## src/rtl/riscv_ctrl_pkg.sv

```systemverilog
// Shared pipeline-control types: hazard FSM state encoding and flush-length limits.
package riscv_ctrl_pkg;

    typedef enum logic [1:0] {
        StRun   = 2'd0,
        StFlush = 2'd1,
        StHold  = 2'd2
    } hazard_state_e;

    localparam int unsigned FlushCyclesMin = 1;
    localparam int unsigned FlushCyclesMax = 3;

endpackage

```

## src/rtl/hazard_perf_cnt.sv

```systemverilog
// Free-running stall-cycle and actioned-flush counters for hazard_ctrl; both wrap at 2^32.
module hazard_perf_cnt (
    input  logic        clk,
    input  logic        rst,
    input  logic        stall,
    input  logic        flush_event,
    output logic [31:0] stall_cycles,
    output logic [31:0] flush_events
);

    logic [31:0] stall_q, flush_q;

    always_ff @(posedge clk or posedge rst) begin
        if (rst) begin
            stall_q <= 32'd0;
            flush_q <= 32'd0;
        end else begin
            if (stall) begin
                stall_q <= stall_q + 32'd1;
            end
            if (flush_event) begin
                flush_q <= flush_q + 32'd1;
            end
        end
    end

    assign stall_cycles = stall_q;
    assign flush_events = flush_q;

endmodule

```

## src/rtl/hazard_ctrl.sv

```systemverilog
// Pipeline hazard controller: load-use stall, mispredict flush, memory-busy freeze.
// Define HAZARD_PERF_CNT_EN to add the stall_cycles / flush_events counters.
module hazard_ctrl
    import riscv_ctrl_pkg::*;
#(
    parameter int unsigned FLUSH_CYCLES = 1
) (
    input  logic        clk,
    input  logic        rst,
    input  logic [4:0]  id_rs1,
    input  logic [4:0]  id_rs2,
    input  logic        ex_mem_read,
    input  logic [4:0]  ex_wb_rd,
    input  logic        ex_mispredict,
    input  logic        ex_forward_pipeline_flush,
    input  logic        mem_busy,
    output logic        pc_en,
    output logic        if_id_en,
    output logic        if_id_flush,
    output logic        id_ex_en,
    output logic        id_ex_flush,
    output logic        ex_mem_en
`ifdef HAZARD_PERF_CNT_EN
    ,
    output logic [31:0] stall_cycles,
    output logic [31:0] flush_events
`endif
);

    localparam logic [1:0] FlushReload = 2'(FLUSH_CYCLES - 1);

    hazard_state_e state_q, state_d, eff_state;
    logic [1:0]    cnt_q, cnt_d;
    logic          pend_q, pend_d;
    logic          load_use, mis_valid, do_flush;

    assign load_use  = ex_mem_read && (ex_wb_rd != 5'd0) &&
                       ((ex_wb_rd == id_rs1) || (ex_wb_rd == id_rs2));
    assign mis_valid = ex_mispredict && !ex_forward_pipeline_flush;
    assign do_flush  = mis_valid || ((state_q == StHold) && pend_q);

    always_ff @(posedge clk or posedge rst) begin
        if (rst) begin
            state_q <= StRun;
            cnt_q   <= 2'd0;
            pend_q  <= 1'b0;
        end else begin
            state_q <= state_d;
            cnt_q   <= cnt_d;
            pend_q  <= pend_d;
        end
    end

    always_comb begin
        state_d     = state_q;
        cnt_d       = cnt_q;
        pend_d      = pend_q;
        pc_en       = 1'b1;
        if_id_en    = 1'b1;
        if_id_flush = 1'b0;
        id_ex_en    = 1'b1;
        id_ex_flush = 1'b0;
        ex_mem_en   = 1'b1;
        // HOLD remembers an interrupted flush only through a non-zero counter.
        eff_state   = state_q;
        if (state_q == StHold) begin
            eff_state = (cnt_q != 2'd0) ? StFlush : StRun;
        end

        if (rst) begin
            pc_en     = 1'b0;
            if_id_en  = 1'b0;
            id_ex_en  = 1'b0;
            ex_mem_en = 1'b0;
        end else if (mem_busy) begin
            pc_en     = 1'b0;
            if_id_en  = 1'b0;
            id_ex_en  = 1'b0;
            ex_mem_en = 1'b0;
            state_d   = StHold;
            pend_d    = pend_q | mis_valid;
        end else if (do_flush) begin
            if_id_flush = 1'b1;
            id_ex_flush = 1'b1;
            pend_d      = 1'b0;
            if (FLUSH_CYCLES > 1) begin
                state_d = StFlush;
                cnt_d   = FlushReload;
            end else begin
                state_d = StRun;
                cnt_d   = 2'd0;
            end
        end else begin
            case (eff_state)
                StFlush: begin
                    if_id_flush = 1'b1;
                    id_ex_flush = 1'b1;
                    if (cnt_q <= 2'd1) begin
                        state_d = StRun;
                        cnt_d   = 2'd0;
                    end else begin
                        state_d = StFlush;
                        cnt_d   = cnt_q - 2'd1;
                    end
                end
                default: begin
                    state_d = StRun;
                    if (load_use) begin
                        pc_en       = 1'b0;
                        if_id_en    = 1'b0;
                        id_ex_flush = 1'b1;
                    end
                end
            endcase
        end
    end

`ifdef HAZARD_PERF_CNT_EN
    hazard_perf_cnt u_perf (
        .clk          (clk),
        .rst          (rst),
        .stall        (!pc_en),
        .flush_event  (!rst && !mem_busy && do_flush),
        .stall_cycles (stall_cycles),
        .flush_events (flush_events)
    );
`endif

endmodule

```

## config.mk

```make
export PLATFORM = sky130hd
export DESIGN_NAME = hazard_ctrl
export DESIGN_NICKNAME = d
export VERILOG_FILES = /design/src/rtl/riscv_ctrl_pkg.sv /design/src/rtl/hazard_perf_cnt.sv /design/src/rtl/hazard_ctrl.sv
export SDC_FILE = /design/constraint.sdc
export NUM_CORES = 1
export LEC_CHECK = 0
export ABC_AREA = 1
export CAP_MARGIN = 20
export CORE_MARGIN = 2
export CORE_UTILIZATION = 37
export DETAILED_ROUTE_END_ITERATION = 16
export PLACE_DENSITY = 0.84
export SETUP_SLACK_MARGIN = 0.05
export SLEW_MARGIN = 5
export SYNTH_ARGS = -nofsm -noshare
export SYNTH_HDL_FRONTEND = slang
export SYNTH_SLANG_ARGS = --single-unit
```

## constraint.sdc

```tcl
create_clock -name clk -period 1.77 [get_ports clk]
set_input_delay 0.531 -clock clk [delete_from_list [all_inputs] [get_ports clk]]
set_output_delay 0.531 -clock clk [all_outputs]
set_load 0.01 [all_outputs]
```

---- Yosys cells after proc, flatten, opt, wreduce, memory -nomap -nowiden ----
Cells that the tools add are included.
storage, ports and cells
  logic and storage cells ................. 52
  input port bits ......................... 21
  bits in registers ....................... 5
operators by class
  reduce and logical (&&, ||, !) cells .... 13
  $lt $le $gt $ge ......................... 1
  mux-type cells .......................... 27
  add/sub/neg operators ................... 1
  bitwise gates (word level) .............. 3
  equality and inequality tests ........... 4
operator list
  kind                   count
  $mux W1                20
  $mux W2                7
  $eq A5 B5 Y1           2
  $reduce_bool A2 Y1     3
  $reduce_bool A5 Y1     1
  $logic_and A1 B1 Y1    4
  $reduce_and A3 Y1      1
  $eq A2 B1 Y1 const B   1
  $eq A2 B2 Y1 const B   1
  $le A2 B1 Y1 const B   1
  $logic_or A1 B1 Y1     2
  $not A1 Y1             2
  $reduce_and A2 Y1      1
  $sub A2 B1 Y2 const B  1
  $logic_not A1 Y1       1
  $or A1 B1 Y1           1

---- Depth between registers and ports, before layout ----
Gate-level depths: netlist of run 1.
  depth after elaboration ................. 8
  mapped depth ............................ 10
  depth with buffers taken out ............ 9

---- Worst setup path after synthesis of run 1 ----
Ideal clock, no wire load.
  kind .................................... input port to output port
  from .................................... in id_rs1[4]
  to ...................................... out pc_en
  required time ........................... 1.239 ns
  arrival ................................. 1.205 ns
  cell stages on the path ................. 10
  setup slack ............................. 0.034 ns
  cells stage by stage .................... inv_1 -> nand2_1 -> nand2_1 -> nor2_1 -> nand3_1 -> nand2_1 -> nand2_1 -> nand2_1 -> nand2_1 -> buf_4
between the ends
  cells in the longest elaborated chain, start to end .. 8
ends and longest elaborated chain
  element                line               source
  from (decl)            hazard_ctrl.sv:10  input logic [4:0] id_rs1,
  $eq A5 B5 Y1           hazard_ctrl.sv:38  ((ex_wb_rd == id_rs1) || (ex_wb_rd == id_rs2));
  $logic_or A1 B1 Y1     hazard_ctrl.sv:38
  $logic_and A1 B1 Y1    hazard_ctrl.sv:37  assign load_use = ex_mem_read && (ex_wb_rd != 5'd0) &&
  $mux W1 (5 in series)  --
  to (decl)              hazard_ctrl.sv:17  output logic pc_en,
Every way passes these cells.

---- Worst setup path in the final report of run 1 ----
  from .................................... in ex_wb_rd[0]
  to ...................................... out if_id_en
between the ends
  cells in the longest elaborated chain, start to end .. 8
  elaborated cells on any way between the ends .. 11
ends and longest elaborated chain
  element                                                    line                                  source
  from (decl)                                                hazard_ctrl.sv:13                     input logic [4:0] ex_wb_rd,
  $eq A5 B5 Y1 or $reduce_bool A5 Y1 (tied branches)         hazard_ctrl.sv:38, hazard_ctrl.sv:37
  $logic_or A1 B1 Y1 or $logic_and A1 B1 Y1 (tied branches)  hazard_ctrl.sv:38, hazard_ctrl.sv:37
  $logic_and A1 B1 Y1 *                                      hazard_ctrl.sv:37
  $mux W1 *                                                  hazard_ctrl.sv:108                    if (load_use) begin
  $mux W1 *                                                  hazard_ctrl.sv:94                     case (eff_state)
  $mux W1 *                                                  hazard_ctrl.sv:82                     end else if (do_flush) begin
  $mux W1 *                                                  hazard_ctrl.sv:75                     end else if (mem_busy) begin
  $mux W1 *                                                  hazard_ctrl.sv:70                     if (rst) begin
  to (decl)                                                  hazard_ctrl.sv:18                     output logic if_id_en,
Every way passes the cells marked *; elsewhere a longest branch is shown, timed or not.

==> impl_results.md, run 1 <==
* Die area at 1650 um^2
* CP Max Fanout at 4
* DIE HEIGHT at 40.6 um
* PD cells at 467 nW/um^2
* Finished Core Util at 0.755
* Final Max Slew Viols at 0
* Via count at 666
* Final hold viol count at 0
* Ports at 27
* Final period util at 1.07
* Cells along the critical path: buf_8 -> inv_2 -> nand2_2 -> nand2_1 -> nor2_1 -> nand3_1 -> nand2_1 -> nand2_1 -> nand2_2 -> nand2_4 -> buf_6
* DRT Wirelength at 1.65 mm
* Final setup viols at 3
* Drt pass-1 iters at 4
* Final non-filler cell total at 147
* Sequential area share after synthesis at 0.252
* DR WL/cell at 11.2 um
* Share of cells above drive strength 1 at 0.553
* Die X at 40.6 um
* Mapped Avg Cell Area at 5.64 um^2
* Initial antenna violation count at 0
* Final antenna-violating net count at 0
* Crit path kind: input port to output port
* Routability cong. at 0.807
* H-tree depth at 1
* Crit path required time at 1.24 ns
* Via-to-Cell Ratio at 4.53
* FMAX at 0.530 GHz
* CP max-delay cell: nor2_1
* TritonCTS clock tree: yes
* Yosys cell types at 16
* Ant diodes at 0
* Syn Std Cell Area at 497 um^2
* Peak per-stage delay on the critical path at 0.12 ns
* Global-route wire length before repair at 2.14 mm
* Total Routing Usage GR at 0.194
* Worst skew pair latency at 0.23 ns
* Gr ovfl total at 0
* Final WS setup at -0.117 ns
* HP Class: input port to asynchronous set/reset pin
* LEAKAGE at 0.000553 uW
* Core box area at 1280 um^2
* Post-Syn Instances at 88
* Final Skew at 0.000387 ns
* DP Cell Count at 136
* Worst flop-to-flop path startpoint: state_q[0]
* RSZ-0062 raised after global routing: true
* Commonest non-fill, non-tap cells in the layout: nand2_1, buf_4, buf_6
* Post-Synthesis Net Count at 109
* Starting Density at 0.387
* Min cycle time layout at 1.89 ns
* CP most frequent cell: nand2_1
* Starting DRT DRC Count at 9
* Layout area overhead at 95.2%
* WP data arrival at 1.36 ns
* Leading cell type in the layout, fill and taps excluded: nand2_1
* Outcome: complete, but fails checks
* CP Capture Type: output port
* Clk root buf: clkbuf_4
* Violated checks: negative setup slack
* Measured slew at the worst slew-check pin at 0.168 ns
* Tot Pwr at 453 uW
* Startpoint Class: input port
* HPWL after DPL at 1.12 mm
* Register clock-pin slew on the reported worst setup and hold paths at 0.04 ns
* Vias in the first global route at 577
* CTS Hold Bufs at 0
* Max rail drop VDD at 0.000311 V
* Yosys warning count at 0
* CTS Buf Count at 3
* Max Buffers Root-to-Sink at 2
* Remaining DRCs at 0
* Row count at 13
* # clock sinks at 5
* Nets at 154
* Port Buffer Count at 26
* #FFs+latches synth at 5
* Critical Path Start: ex_wb_rd[0]
* Slew margin rel. at 0.888
* Max-cap violations at 0
* Largest net degree at the start of global routing at 9
## cell usage after synthesis (all sizes together)
library cell | count | area share
a21boi | 1 | 0.023
buf | 2 | 0.030
clkinv | 2 | 0.015
dfrtp | 5 | 0.25
inv | 20 | 0.15
nand2 | 35 | 0.27
nand3 | 3 | 0.030
nand4 | 2 | 0.025
nor2 | 8 | 0.066
o21ai | 8 | 0.10
xnor2 | 2 | 0.035
## state kept, by name (all words and copies together) (netlist names)
| name | flops |
|---|---|
| pend_q | 1 |
| cnt_q | 2 |
| state_q | 2 |
## where the power goes
group,internal [uW],leakage (uW),switching (uW)
combinational,109,0.000471,93.3
sequential,122,0.0000663,2.60
clock,84.8,0.0000150,40.8
## metrics by stage
stage | hold WS (ns) | setup TNS [ns] | setup WS (ns) | instance area [um^2]
floorplan | 0.296 | 0 | 0.0558 | 499
global placement | 0.550 | -4.67 | -0.917 | 831
detailed placement | 0.552 | -4.83 | -0.954 | 831
CTS | 0.312 | -0.299 | -0.117 | 896
global route | 0.325 | -0.651 | -0.235 | 970
finish | 0.329 | -0.310 | -0.117 | 970
## worst paths after layout
kind | end | slack, ns | cells after the start
setup / recovery | if_id_en | -0.12 | 11
hold / removal | state_q[0] | 0.33 | 3
setup reg to reg | state_q[0] | 0.51 | 8
hold reg to reg | cnt_q[0] | 0.59 | 2
max in group asynchronous | state_q[1] | 1.30 | 3
min in group clk | cnt_q[0] | 0.59 | 2
## worst max-delay path: cells and delay by family
kind / cells / cell delay, ns
and+or+nand+nor: 8 / 0.57
buffers and inverters: 3 / 0.24
## metal layers
metal | share of wire | global-route usage | vias to the layer above
met5 | 0 | 0 | -
met4 | 0.0055 | 0.0500 | 0
met3 | 0.025 | 0.0163 | 4
met2 | 0.59 | 0.389 | 18
met1 | 0.38 | 0.214 | 297
li1 | - | - | 347
## timing repair
action,CTS,global route
setup buffers,6,1
pin swaps,27,22
resized for setup,122,20
setup endpoints to repair,6,4
## cell type report
| type | instances | area [um^2] |
|---|---|---|
| multi-input cells | 59 | 327 |
| inverters | 22 | 87.6 |
| well taps | 15 | 18.8 |
| clock buffers | 4 | 26.3 |
| flip-flops and latches | 5 | 125 |
| repair buffers | 42 | 385 |
| fillers | 93 | 315 |
## kinds of logic (layout without fill, tap and decap cells)
kind of cell | count (synthesis) | after routing | share of synthesized area
xor gates and xnor gates | 2 | 2 | 0.0353
DFF | 5 | 5 | 0.252
buffers and inverters | 24 | 68 | 0.196
and+or+nand+nor | 48 | 48 | 0.390
AOI/OAI and AO/OA | 9 | 9 | 0.126
Power figures use the tool's default switching activity.
==> run 2: changes to the inputs <==
- CORE_AREA: unset -> 2 2 39 41
- CORE_MARGIN: 2 -> unset
- CORE_UTILIZATION: 37 -> unset
- DIE_AREA: unset -> 0 0 41 43
- clock period: 1.77 -> 2.34 ns (I/O delays scaled with it)
==> impl_results.md, run 2 (synthesized netlist as in run 1, its figures left out) <==
* Gr ovfl total at 0
* Max rail drop VDD at 0.000223 V
* FMAX at 0.450 GHz
* CP Max Fanout at 4
* CTS Buf Count at 3
* Commonest non-fill, non-tap cells in the layout: nand2_1, inv_2, inv_1
* Starting Density at 0.359
* Hold wc startpoint: cnt_q[0]
* Critical Path Start: ex_wb_rd[0]
* WP data arrival at 1.52 ns
* H-tree depth at 1
* Worst flop-to-flop path startpoint: cnt_q[0]
* Ant diodes at 0
* Final period util at 0.950
* RSZ-0062 raised after global routing: true
* Starting DRT DRC Count at 8
* Layout area overhead at 67.3%
* Outcome: finished clean
* LEAKAGE at 0.000493 uW
* Vias in the first global route at 548
* CP Capture Type: output port
* Startpoint Class: input port
* DRT Wirelength at 1.24 mm
* Biggest registers after layout: cnt_q: 2 flops, state_q: 2 flops, pend_q: 1 flops
* Ports at 27
* Register clock-pin slew on the reported worst setup and hold paths at 0.04 ns
* Finished Core Util at 0.600
* Max-cap violations at 0
* Port Buffer Count at 26
* Measured slew at the worst slew-check pin at 0.200 ns
* Total Routing Usage GR at 0.160
* Share of cells above drive strength 1 at 0.407
* Clk root buf: clkbuf_4
* Initial antenna violation count at 0
* Final Max Slew Viols at 0
* Peak per-stage delay on the critical path at 0.15 ns
* Largest net degree at the start of global routing at 9
* Core box area at 1380 um^2
* CP max-delay cell: buf_2
* Place WS at -0.690 ns
* Min cycle time layout at 2.22 ns
* Nets at 145
* Remaining DRCs at 0
* HPWL after DPL at 998 um
* Final TNS setup at 0 ns
* Drt pass-1 iters at 4
* Die area at 1760 um^2
* Max Buffers Root-to-Sink at 2
* Via count at 598
* Leading cell type in the layout, fill and taps excluded: nand2_1
* # clock sinks at 5
* TritonCTS clock tree: yes
* DIE HEIGHT at 43 um
* Final setup viols at 0
* DR WL/cell at 8.89 um
* Cells along the critical path: buf_8 -> nor2_4 -> nor2_1 -> nor2_1 -> nand3_1 -> nand2_1 -> nand2_1 -> nand2_1 -> nand2_1 -> buf_2
* Final WS setup at 0.116 ns
* Global-route wire length before repair at 1.98 mm
* CP most frequent cell: nand2_1
* Final hold viol count at 0
* Worst skew pair latency at 0.23 ns
* Slew margin rel. at 0.867
* Fillers at 138
* Die X at 41 um
* Crit path kind: input port to output port
* PD cells at 368 nW/um^2
* Final Skew at 0.000292 ns
* Routability cong. at 0.775
* HP Class: flip-flop to flip-flop
* Crit path required time at 1.64 ns
* Via-to-Cell Ratio at 4.30
* Final antenna-violating net count at 0
* Row count at 14
## run 2: cell types whose count changed in the layout (fill, tap and decap cells not counted), moves of 2 or more
cell / before / now
inv_1: 11 / 9
dlygate4sd2_1: 1 / 7
nand2_1: 23 / 29
buf_8: 5 / 1
inv_2: 7 / 10
nor2_1: 3 / 6
buf_4: 14 / 8
nand2_2: 11 / 6
buf_6: 13 / 7
nor2_2: 3 / 0
## run 2: worst paths after layout
path | depth (start not counted) | slack (ns) | end
max in group asynchronous | 3 | 1.55 | pend_q
min | 1 | 0.52 | cnt_q[0]
max reg2reg | 6 | 1.13 | cnt_q[1]
max | 10 | 0.12 | pc_en
min reg2reg | 1 | 0.52 | cnt_q[0]
min in group asynchronous | 3 | 0.65 | cnt_q[1]
## run 2: through the flow
| step | total power (uW) | cells | instance area (um^2) | hold slack, ns |
|---|---|---|---|---|
| floorplan | 150 | 88 | 497 | 0.467 |
| global placement | 210 | 133 | 800 | 0.491 |
| detailed placement | 214 | 133 | 800 | 0.516 |
| CTS | 297 | 139 | 764 | 0.522 |
| global route | 329 | 139 | 831 | 0.562 |
| finish | 305 | 139 | 831 | 0.517 |
## run 2: worst max-delay path, delay by kind of cell
family | cells | cell delay (ns)
and+or+nand+nor | 8 | 0.57
buffers and inverters | 2 | 0.26
## run 2: repair_timing
item                       CTS  global route
hold buffers                 0             0
buffers inserted             2             0
setup endpoints to repair    6             3
gates resized for setup     79            25
pin swaps                   23            20
## run 2: per-layer routing
layer	wire [um]	GRT usage	up-vias
li1	-	-	333
met1	519	0.201	256
met2	675	0.259	9
met3	41	0.0157	0
met4	0	0.0733	0
met5	0	0	-
## run 2: report_power, final
group          leakage, uW  internal (uW)  switching (uW)
combinational     0.000412           60.2            57.6
sequential       0.0000663           92.1            1.99
clock            0.0000150           64.1            29.4
## run 2: final cells by class
type / instances / area (um^2) / share of cell area
clock buffers: 4 / 26.3 / 0.0316
inverters: 22 / 85.1 / 0.102
multi-input cells: 59 / 299 / 0.360
flip-flops and latches: 5 / 125 / 0.151
well taps: 16 / 20.0 / 0.0241
repair buffers: 33 / 275 / 0.331
